--- config.mk ---
export PLATFORM = sky130hd
export DESIGN_NAME = mux_arbiter
export DESIGN_NICKNAME = d
export VERILOG_FILES = /design/src/rtl/mux_arb_pkg.sv /design/src/rtl/mux_arbiter_mux.sv /design/src/rtl/mux_arbiter.sv
export SDC_FILE = /design/constraint.sdc
export NUM_CORES = 1
export LEC_CHECK = 0
export CAP_MARGIN = 20
export CORE_MARGIN = 10
export CORE_UTILIZATION = 43
export DETAILED_ROUTE_END_ITERATION = 16
export HOLD_SLACK_MARGIN = 0.12
export PLACE_DENSITY = 0.73
export SLEW_MARGIN = 15
export SYNTH_ARGS = -nofsm -noshare
export SYNTH_HDL_FRONTEND = slang
export SYNTH_SLANG_ARGS = --single-unit
--- constraint.sdc ---
create_clock -name clk -period 1.66 [get_ports clk]
set_clock_uncertainty 0.1 [all_clocks]
set_input_delay 0.166 -clock clk [delete_from_list [all_inputs] [get_ports clk]]
set_output_delay 0.166 -clock clk [all_outputs]
set_load 0.005 [all_outputs]
--- src/rtl/mux_arb_pkg.sv ---
// Shared encodings and defaults for the two-requester round-robin nibble arbiter.
// Latency: n/a (types and constants only).
// Backpressure: n/a.
package mux_arb_pkg;

  // Arbiter FSM encodings.
  typedef enum logic [1:0] {
    IDLE    = 2'b00,
    GRANT_A = 2'b01,
    GRANT_B = 2'b10
  } arb_state_t;

  // Default requester/output data width.
  localparam int WIDTH_DEFAULT = 4;

  // Encoding of the last_served marker.
  localparam logic SIDE_A = 1'b0;
  localparam logic SIDE_B = 1'b1;

  // Terminal value of the 4-bit burst counter for a given burst length.
  function automatic logic [3:0] burst_last(input int burst_len);
    return 4'(burst_len - 1);
  endfunction

endpackage

--- src/rtl/mux_arbiter_mux.sv ---
// 2:1 data mux for the arbiter datapath; sel=1 passes b, sel=0 passes a.
// Latency: purely combinational, zero cycles.
// Backpressure: none; pure datapath.
//
// Ports:
//   a   - input  [WIDTH-1:0] : word presented when sel=0
//   b   - input  [WIDTH-1:0] : word presented when sel=1
//   sel - input              : select
//   y   - output [WIDTH-1:0] : selected word
module mux_arbiter_mux
  import mux_arb_pkg::*;
#(
  parameter int WIDTH = WIDTH_DEFAULT
) (
  input  logic [WIDTH-1:0] a,
  input  logic [WIDTH-1:0] b,
  input  logic             sel,
  output logic [WIDTH-1:0] y
);

  always_comb begin
    y = a;
    if (sel) begin
      y = b;
    end
  end

endmodule

--- src/rtl/mux_arbiter.sv ---
// Round-robin arbiter sharing one output slot between requesters A and B, with a per-grant burst cap.
// Latency: request in IDLE -> grant next edge -> first ack the cycle after; data lands in the slot one edge after its ack.
// Backpressure: acks are withheld while the slot is full and not being drained (out_valid && !out_ready).
//
// Ports:
//   clk       - input              : rising-edge clock
//   reset     - input              : asynchronous, active-high reset
//   req_a     - input              : A has data_a valid (held until acked)
//   data_a    - input  [WIDTH-1:0] : A data
//   req_b     - input              : B has data_b valid (held until acked)
//   data_b    - input  [WIDTH-1:0] : B data
//   ack_a     - output             : combinational, A's word accepted this cycle
//   ack_b     - output             : combinational, B's word accepted this cycle
//   sel       - output             : registered mux select, 1 selects B
//   out_valid - output             : output slot holds data
//   out_data  - output [WIDTH-1:0] : output slot contents
//   out_ready - input              : consumer takes the slot this cycle
module mux_arbiter
  import mux_arb_pkg::*;
#(
  parameter int WIDTH     = WIDTH_DEFAULT,
  parameter int BURST_LEN = 4
) (
  input  logic             clk,
  input  logic             reset,
  input  logic             req_a,
  input  logic [WIDTH-1:0] data_a,
  input  logic             req_b,
  input  logic [WIDTH-1:0] data_b,
  output logic             ack_a,
  output logic             ack_b,
  output logic             sel,
  output logic             out_valid,
  output logic [WIDTH-1:0] out_data,
  input  logic             out_ready
);

  // The counter is 4 bits wide, so the cap must fit in 1..15.
  if (BURST_LEN < 1 || BURST_LEN > 15) begin : g_bad_burst_len
    $error("mux_arbiter: BURST_LEN must be in 1..15");
  end

  localparam logic [3:0] BURST_LAST = burst_last(BURST_LEN);

  arb_state_t       state;
  logic [3:0]       burst_cnt;
  logic             last_served;
  logic             slot_free;
  logic             any_ack;
  logic             burst_done;
  logic [WIDTH-1:0] mux_out;

  // Slot can take a new word if empty, or if its current word leaves this cycle.
  assign slot_free  = !out_valid || out_ready;
  assign burst_done = (burst_cnt == BURST_LAST);

  // Acks are gated by reset so nothing is accepted while the slot is being cleared.
  assign ack_a   = !reset && (state == GRANT_A) && req_a && slot_free;
  assign ack_b   = !reset && (state == GRANT_B) && req_b && slot_free;
  assign any_ack = ack_a || ack_b;

  mux_arbiter_mux #(
    .WIDTH (WIDTH)
  ) u_mux (
    .a   (data_a),
    .b   (data_b),
    .sel (sel),
    .y   (mux_out)
  );

  // Arbitration FSM. sel is registered alongside state so the mux flips on
  // the same edge as the grant, with no IDLE bubble on a direct handover.
  always_ff @(posedge clk or posedge reset) begin
    if (reset) begin
      state       <= IDLE;
      sel         <= 1'b0;
      burst_cnt   <= 4'd0;
      last_served <= SIDE_B;
    end else begin
      case (state)
        IDLE: begin
          // On contention the side not served last wins.
          if (req_a && (!req_b || last_served == SIDE_B)) begin
            state     <= GRANT_A;
            sel       <= 1'b0;
            burst_cnt <= 4'd0;
          end else if (req_b) begin
            state     <= GRANT_B;
            sel       <= 1'b1;
            burst_cnt <= 4'd0;
          end
        end

        GRANT_A: begin
          if (!req_a) begin
            // A finished early: hand straight to B if waiting.
            state       <= req_b ? GRANT_B : IDLE;
            sel         <= req_b;
            last_served <= SIDE_A;
            burst_cnt   <= 4'd0;
          end else if (ack_a) begin
            if (burst_done) begin
              // Burst exhausted: yield if B waits, else start a fresh burst.
              burst_cnt <= 4'd0;
              if (req_b) begin
                state       <= GRANT_B;
                sel         <= 1'b1;
                last_served <= SIDE_A;
              end
            end else begin
              burst_cnt <= burst_cnt + 4'd1;
            end
          end
          // Stall (req_a high, slot busy): hold state and count.
        end

        GRANT_B: begin
          if (!req_b) begin
            state       <= req_a ? GRANT_A : IDLE;
            sel         <= 1'b0;
            last_served <= SIDE_B;
            burst_cnt   <= 4'd0;
          end else if (ack_b) begin
            if (burst_done) begin
              burst_cnt <= 4'd0;
              if (req_a) begin
                state       <= GRANT_A;
                sel         <= 1'b0;
                last_served <= SIDE_B;
              end
            end else begin
              burst_cnt <= burst_cnt + 4'd1;
            end
          end
        end

        default: begin
          state     <= IDLE;
          sel       <= 1'b0;
          burst_cnt <= 4'd0;
        end
      endcase
    end
  end

  // One-entry output slot. A new ack takes priority over draining, which
  // lets the slot stream one word per cycle while the consumer is ready.
  always_ff @(posedge clk or posedge reset) begin
    if (reset) begin
      out_valid <= 1'b0;
      out_data  <= '0;
    end else if (any_ack) begin
      out_valid <= 1'b1;
      out_data  <= mux_out;
    end else if (out_valid && out_ready) begin
      out_valid <= 1'b0;
    end
  end

endmodule
== Yosys cells after proc, flatten, opt, wreduce, memory -nomap -nowiden ==
Cells that the tools add are included.

* Output and inout port bits: 8
* Word-level logic and storage cells: 79
* Input bits: 13
* Register bits after elaboration: 13

* Reductions and logical operators: 20
* Muxes and demuxes: 42
* Equal/unequal tests: 10
* Add/sub/neg operators: 1

{| class="wikitable"
|+ Operators with widths
! kind !! count
|-
| 4-bit two-way mux || 8
|-
| 3-bit != test (second input constant) || 7
|-
| 1-bit two-way mux || 20
|-
| 2-bit two-way mux || 10
|-
| 4-bit one-hot mux with 3 select lines || 1
|-
| 1-bit logical AND || 8
|-
| 7-bit AND reduction || 1
|-
| 2-bit one-hot mux with 3 select lines || 1
|-
| 5-bit AND reduction || 1
|-
| 4-bit by 1-bit adder with 4-bit output (second input constant) || 1
|-
| 4-bit by 2-bit equality test with 1-bit output (second input constant) || 1
|-
| 2-bit nonzero test || 2
|-
| 1-bit zero test || 3
|-
| 1-bit logical OR || 3
|-
| 1-bit one-hot mux with 3 select lines || 1
|-
| 3-bit AND reduction || 1
|-
| 2-bit by 1-bit equality test with 1-bit output (second input constant) || 1
|-
| 2-bit equality test (second input constant) || 1
|-
| 2-bit zero test || 1
|-
| 1-bit one-hot mux with 2 select lines || 1
|}

== Logic depth before layout (Yosys ltp) ==
Gate-level depths: netlist of run 1.

* Word-level depth: 7
* Depth in mapped cells: 7
* Mapped depth without buffers: 6

== Modules after synthesis ==
Synthesis of run 1 repeated with hierarchy kept, for this count alone.

* Cell total of the unflattened synthesis: 86
* Area total of the unflattened synthesis: 878.3 µm²

{| class="wikitable"
|+ Modules (own cells, without submodules)
! module !! cells an instance !! seq. area each (µm²) !! area each (µm²) !! instances
|-
| mux_arbiter || 82 || 326.6 || 833.3 || 1
|-
| mux_arbiter_mux || 4 || 0.0 || 45.0 || 1
|}

== Worst setup path before layout of run 1 ==
OpenSTA, ideal clock, no wires.

* Kind: reg-to-reg
* Start: register state[0]
* End: register state[0]
* Required time: 1.495 ns
* Stages on the path, launching flop included: 7
* Setup time: 0.065 ns
* Data arrival time: 1.625 ns
* Setup slack: -0.130 ns
* Path buffers: 0
* Clock period less this slack: 1.790 ns
* Cell sequence: dfrtp_1 inv_1 ha_1 a22oi_2 a31oi_4 or4_1 nand2_1

* Longest elaborated chain between the ends: 6
* Elaborated cells on any way between the ends: 21
* Classes of those cells: 7 x eq/ne; 6 x mux; 8 x reduce/logical

{| class="wikitable"
|+ Ends and longest elaborated chain
! element !! line !! RTL
|-
| from (decl) || mux_arbiter.sv:45 || <nowiki>arb_state_t state;</nowiki>
|-
| from (signal assigned) || mux_arbiter.sv:97 || <nowiki>state <= req_b ? GRANT_B : IDLE;</nowiki>
|-
| from (signal assigned) || mux_arbiter.sv:119 || <nowiki>state <= req_a ? GRANT_A : IDLE;</nowiki>
|-
| 2-bit equality test / 2-bit by 1-bit equality test with 1-bit output (equally long branches) || mux_arbiter.sv:59, mux_arbiter.sv:80, mux_arbiter.sv:58 ||
|-
| 1-bit logical AND (on tied branches) (3 in series) || mux_arbiter.sv:59, mux_arbiter.sv:58 ||
|-
| 3-bit != test (no line) || - ||
|-
| 5-bit AND reduction (no line) || - ||
|}

Parallel ways exist; a longest one is shown, timed or not. The select of a mux whose other input is x is not followed.
A chain may end at the register's enable or synchronous reset.

== Worst setup path in the final report of run 1 ==
* Start: register state[1]
* End: register state[1]

Same word-level chain as after synthesis.

==> flow_summary.json, run 1 <==
{
  "status": "finished with violations",
  "failed_checks": "setup timing",
  "critPathMaxStageDelay_ns": 0.44,
  "ios": 21,
  "coreArea_um2": 1920,
  "grt_setup_unrepaired": "yes",
  "cts.clk_slew.worst_paths_ns": 0.08,
  "setup_ws_ns": -0.0321,
  "layout-drive-gt1-share": 0.409,
  "synth.avg_cell_area_um2": 9.97,
  "die_x_um": 64.6,
  "routabilityCongestion": 0.780,
  "synth-edff-count": 0,
  "critical_path_class": "reg -> reg",
  "ys_warn_count": 0,
  "routedWlPerCell_um": 13.9,
  "nNetsFinal": 151,
  "timing.rr.start": "state[1]$_DFFE_PP0P_",
  "core.rowCount": 16,
  "period_share": 1.02,
  "cts.path.max_buffers": 2,
  "cp.depth": 7,
  "path_cells": "inv_2, ha_4, a22oi_2, buf_6, a31oi_4, and2b_2, o22a_2",
  "grt.total_usage": 0.113,
  "maxCapViolCount": 0,
  "cts_hold_buf": 0,
  "relSlewSlack": 0.812,
  "cts-root-buf": "clkbuf_4",
  "crit_path_end_kind": "register",
  "grt_pass1_vias": 859,
  "drc": 0,
  "reg2reg_slack_ns": -0.03,
  "critPathBufInv": 2,
  "timing_max_transition_violations_final": 0,
  "arrival_ns": 1.77,
  "sequentialPowerShare": 0.263,
  "hold_class": "in -> async",
  "synth-async-reset-ratio": 1.00,
  "synthesis.area_um2": 857,
  "crit_path_start_kind": "register",
  "r2r-end": "state[1]$_DFFE_PP0P_",
  "fmax_ghz": 0.591,
  "syn_inst": 86,
  "synthFlopType": "dfrtp_1",
  "p_comb_frac": 0.629,
  "timing.critical_path.from": "state[1]$_DFFE_PP0P_",
  "grt_max_degree": 14,
  "cts-htree-levels": 1,
  "rr_worst_depth": 7,
  "required_ns": 1.74,
  "dp_cells": 152,
  "power_density_nw_per_um2": 1420,
  "clock-sinks": 13,
  "setup_viol": 3,
  "drt_iter0_markers": 46,
  "p_leak_nw": 0.600,
  "crit_family": "flip-flops",
  "cts_tree": "built",
  "vias": 810,
  "finalNonFillerCells": 159,
  "cp_slowest_cell": "dfrtp_2",
  "ir_drop_uv": 836,
  "swShare": 0.357,
  "critPathMaxFanout": 3,
  "antenna_cells": 0,
  "power_w": 0.00193,
  "final_common_cell": "buf_4",
  "switchingPower_w": 0.000691,
  "syn_nets": 104,
  "p_int_w": 0.00124,
  "numCtsBuffers": 3,
  "dieHeight_um": 64.6,
  "final_cell_mix": "23 x buf_4, 18 x clkdlybuf4s50_1, 11 x a21oi_1, 11 x dfrtp_1",
  "cp-endpoint": "state[1]$_DFFE_PP0P_",
  "clk_latency_ns": 0.29,
  "place_ws_ns": -0.179,
  "routed_wl_mm": 2.21,
  "finalCoreUtilization": 0.709,
  "synth_cell_types": 38,
  "dr.pass1.iters": 4,
  "grt_pass1_wl_mm": 3.86,
  "hold_violations": 0,
  "tightest_slew_ns": 0.281,
  "p_clk_frac": 0.108,
  "grt_overflow": 0,
  "antenna_found_initial": 0,
  "ys_ff_latch": 13,
  "avgViaCountPerCell": 5.09,
  "dp_hpwl_mm": 1.74,
  "die_area_um2": 4180,
  "start_util": 0.446,
  "syn_to_final_growth_pct": 59.0,
  "period_needed_ns": 1.69,
  "antenna_left": 0,
  "yosysSeqAreaShare": 0.381,
  "port_buffers": 20
}
[cell families (layout without fill, tap and decap cells)]
family | count (synthesis) | in the layout | synth area share
compound gates | 28 | 28 | 0.239
simple gates | 27 | 27 | 0.199
flops | 13 | 13 | 0.381
buf+inv | 8 | 54 | 0.0496
fa+ha+maj | 5 | 5 | 0.0730
mux | 5 | 5 | 0.0584
[worst min-delay path by stage]
| stage | from | end | cells past startpoint |
|---|---|---|---|
| 2_1_floorplan | reset | burst_cnt[0]$_DFFE_PP0P_ | 1 |
| 3_3_place_gp | out_data[3]$_DFFE_PP0P_ | out_data[3]$_DFFE_PP0P_ | 2 |
| 3_5_place_dp | out_data[2]$_DFFE_PP0P_ | out_data[2]$_DFFE_PP0P_ | 2 |
| 4_1_cts | reset | out_valid$_DFFE_PP0P_ | 4 |
| 5_1_grt | reset | out_valid$_DFFE_PP0P_ | 4 |
| 6_report | reset | burst_cnt[3]$_DFFE_PP0P_ | 4 |
[repair_timing]
action	in CTS	in global routing
resized for setup	16	6
buffers inserted	4	2
pin swaps	6	2
endpoints found under the setup margin	6	13
[routing by layer]
metal | up-vias | global-route usage | wire length, µm
met4 | 0 | 0.0481 | 34
li1 | 412 | - | -
met3 | 5 | 0.0378 | 124
met1 | 378 | 0.130 | 982
met5 | - | 0 | 0
met2 | 15 | 0.186 | 1070
[sequential cells by signal, summed over array words and instances (netlist names)]
register	cells
out_data	4
out_valid	1
burst_cnt	4
last_served	1
state	2
sel	1
[power groups by stage]
| stage | registers (W) | logic (W) | clock network (W) |
|---|---|---|---|
| global placement | 0.000495 | 0.00106 | 0 |
| CTS | 0.000504 | 0.00116 | 0.000205 |
| floorplan | 0.000506 | 0.000556 | 0 |
| finish | 0.000508 | 0.00122 | 0.000209 |
| global route | 0.000526 | 0.00134 | 0.000225 |
| detailed placement | 0.000502 | 0.00109 | 0 |
[tightest hold or removal path, cell delays in order]
cell and delay [ns]:
clkdlybuf4s50_1 0.44, buf_4 0.17, inv_1 0.10, buf_4 0.23
[metrics by stage]
| step | setup TNS (ns) | cell area [µm²] | hold WS [ns] |
|---|---|---|---|
| after global routing | -0.484 | 1360 | 0.390 |
| final | -0.0759 | 1360 | 0.355 |
| after floorplan | 0 | 865 | -0.0285 |
| after detailed placement | -1.31 | 1260 | 0.423 |
| after CTS | -0.00140 | 1330 | 0.356 |
| after global placement | -1.07 | 1260 | 0.404 |
[synth_stat cells, types with 2 or more instances]
| master | n | area share |
|---|---|---|
| ha_1 | 5 | 0.073 |
| o22a_2 | 2 | 0.023 |
| a21oi_1 | 11 | 0.064 |
| and2b_2 | 2 | 0.020 |
| nand2_1 | 2 | 0.0088 |
| dfrtp_1 | 12 | 0.35 |
| nor2_1 | 6 | 0.026 |
| a32o_1 | 2 | 0.023 |
| inv_1 | 4 | 0.018 |
| nor2b_1 | 3 | 0.022 |
| mux2i_1 | 5 | 0.058 |
| o21ai_0 | 4 | 0.023 |
| nor3_1 | 3 | 0.018 |
[cell type report]
cell class,count,area (µm²)
inverters,4,15.0
well taps,27,33.8
flip-flops and latches,13,328
fillers,157,559
multi-input cells,65,551
repair buffers,46,409
clock buffers,4,26.3
Note: power is estimated with default switching activity, not from simulation.
==> run 2: changes to the inputs <==
Settings changed: PLACE_DENSITY 0.73 to 0.72, SYNTH_HIERARCHICAL from default to 1.
==> flow_summary.json, run 2 <==
{
  "nFillCells": 118,
  "p_leak_nw": 0.678,
  "arrival_ns": 1.92,
  "crit_path_end_kind": "register",
  "ys_warn_count": 6,
  "routabilityCongestion": 0.848,
  "avgViaCountPerCell": 5.41,
  "yosysTopAreaCellShare": 0.342,
  "tightest_slew_ns": 0.338,
  "vias": 909,
  "place_ws_ns": -0.158,
  "cts_tree": "built",
  "rr_worst_depth": 8,
  "syn_to_final_growth_pct": 72.2,
  "setup_viol": 12,
  "antenna_left": 0,
  "critical_path_class": "reg -> reg",
  "required_ns": 1.73,
  "r2r-end": "state[0]$_DFFE_PP0P_",
  "hold_class": "in -> async",
  "port_buffers": 20,
  "synth.largest_area_cell": "dfrtp_1",
  "setup_ws_ns": -0.198,
  "clk_latency_ns": 0.29,
  "fmax_ghz": 0.538,
  "failed_checks": "setup timing",
  "cts-root-buf": "clkbuf_4",
  "routedWlPerCell_um": 18.2,
  "routed_wl_mm": 3.06,
  "grt_max_degree": 9,
  "reg2reg_slack_ns": -0.20,
  "grt.total_usage": 0.130,
  "grt_setup_unrepaired": "yes",
  "final_cell_mix": "26 x buf_4, 18 x clkdlybuf4s50_1, 12 x dfrtp_1",
  "coreArea_um2": 1940,
  "die_area_um2": 4250,
  "cts-htree-levels": 1,
  "cts_hold_buf": 0,
  "dp_cells": 154,
  "synth_top_cells_by_count": "12 x dfrtp_1, 9 x mux2_2, 7 x inv_1, 6 x nor2_1",
  "crit_path_start_kind": "register",
  "synth.avg_cell_area_um2": 10.2,
  "multiInputGateArea_um2": 632,
  "die_x_um": 65.2,
  "maxCapViolCount": 0,
  "clock-sinks": 13,
  "start_util": 0.452,
  "dp_hpwl_mm": 1.86,
  "ios": 21,
  "ys_ff_latch": 13,
  "ir_drop_uv": 1320,
  "drt_iter0_markers": 21,
  "nNetsFinal": 160,
  "power_density_nw_per_um2": 1570,
  "critPathMaxFanout": 5,
  "timing_max_transition_violations_final": 0,
  "numCtsBuffers": 3,
  "finalNonFillerCells": 168,
  "antenna_found_initial": 0,
  "relSlewSlack": 0.774,
  "final_common_cell": "buf_4",
  "dr.pass1.iters": 4,
  "synth-edff-count": 0,
  "synth_area_leaders": "dfrtp_1 34%, mux2_2 12%, ha_1 7.1%",
  "core.rowCount": 16,
  "hold_violations": 0,
  "synth_most_common_cell": "dfrtp_1",
  "synthesis.area_um2": 878,
  "drc": 0,
  "grt_pass1_vias": 974,
  "reg_top3": "burst_cnt x4, out_data x4, state x2",
  "grt_pass1_wl_mm": 4.49,
  "dieHeight_um": 65.2,
  "period_share": 1.12,
  "timing.rr.start": "state[0]$_DFFE_PP0P_",
  "power_w": 0.00237,
  "syn_nets": 104,
  "cts.clk_slew.worst_paths_ns": 0.09,
  "status": "finished with violations",
  "synth-async-reset-ratio": 1.00,
  "finalCoreUtilization": 0.779,
  "synth_cell_types": 33,
  "hold_slack_ns": 0.238,
  "antenna_cells": 0,
  "syn_inst": 86,
  "yosysSeqAreaShare": 0.372,
  "layout-drive-gt1-share": 0.553,
  "regArea_um2": 327,
  "period_needed_ns": 1.86,
  "grt_overflow": 0,
  "cts.path.max_buffers": 2,
  "synthFlopType": "dfrtp_1"
}
==> run 2: cell count changes in the layout (fill, tap and decap cells not counted), sizes merged, moves of 3 or more <==
| cell | before | now |
|---|---|---|
| a21oi | 11 | 2 |
| mux2 | 0 | 9 |
| buf | 27 | 34 |
| mux2i | 5 | 0 |
| a22o | 0 | 3 |
| inv | 4 | 7 |
| nand2 | 2 | 5 |
| nand3 | 1 | 4 |
| nor3 | 3 | 0 |
==> run 2: final cells by class <==
cell class              instances  share of cell area
multi-input cells              64               0.418
clock inverters                 1             0.00331
well taps                      27              0.0223
clock buffers                   3              0.0149
repair buffers                 53               0.307
flip-flops and latches         13               0.216
inverters                       7              0.0190
==> run 2: what timing repair did <==
action | CTS | global route
resized for setup | 28 | 18
pin swaps | 11 | 10
buffers inserted | 9 | 2
setup endpoints to repair | 13 | 14
==> run 2: critical path, stage by stage (launching register included) <==
cell and delay, ns:
dfrtp_1 0.42, buf_4 0.15, ha_4 0.18, buf_4 0.14
buf_4 0.14, nand3b_1 0.11, a211oi_2 0.09, a311oi_2 0.32
a21oi_1 0.09
==> run 2: cell families after synthesis <==
kind of cell | count (synthesis) | share of synthesized area
buffers and inverters | 9 | 0.0484
flip-flops | 13 | 0.372
AO/OA/AOI/OAI | 22 | 0.198
multiplexers | 9 | 0.115
adder cells (fa/ha/maj) | 5 | 0.0712
AND/OR/NAND/NOR | 28 | 0.195
==> run 2: power by group <==
| group | switching, W | internal, W | leakage [nW] |
|---|---|---|---|
| Sequential | 0.0000951 | 0.000434 | 0.164 |
| Clock | 0.000121 | 0.0000897 | 0.0177 |
| Combinational | 0.000698 | 0.000933 | 0.497 |
==> run 2: through the flow <==
step	setup TNS, ns	cell area [µm²]
3_5_place_dp	-1.74	1270
2_1_floorplan	0	878
5_1_grt	-1.73	1510
3_3_place_gp	-1.50	1270
6_report	-1.20	1510
4_1_cts	-0.305	1450
==> run 2: how the worst max path moves through the flow <==
stage	from	end	slack, ns	cells past startpoint
floorplan	state[0]$_DFFE_PP0P_	burst_cnt[2]$_DFFE_PP0P_	0.004	6
global placement	req_b	burst_cnt[1]$_DFFE_PP0P_	-0.15	5
detailed placement	req_b	burst_cnt[1]$_DFFE_PP0P_	-0.16	5
CTS	state[1]$_DFFE_PP0P_	burst_cnt[0]$_DFFE_PP0P_	-0.05	8
global route	state[0]$_DFFE_PP0P_	state[0]$_DFFE_PP0P_	-0.22	8
finish	state[0]$_DFFE_PP0P_	state[0]$_DFFE_PP0P_	-0.20	8
==> run 2: per-layer routing <==
metal  global-route usage  part of all wire
met2                0.221              0.54
met1                0.150              0.42
met4               0.0615             0.013
met5                    0                 0
met3               0.0322             0.031
==> run 3: changes to the inputs <==
Settings changed: CAP_MARGIN 20 to 25.
==> results of run 3 <==
No change in the layout: final DEF, timing and power equal those of run 2.
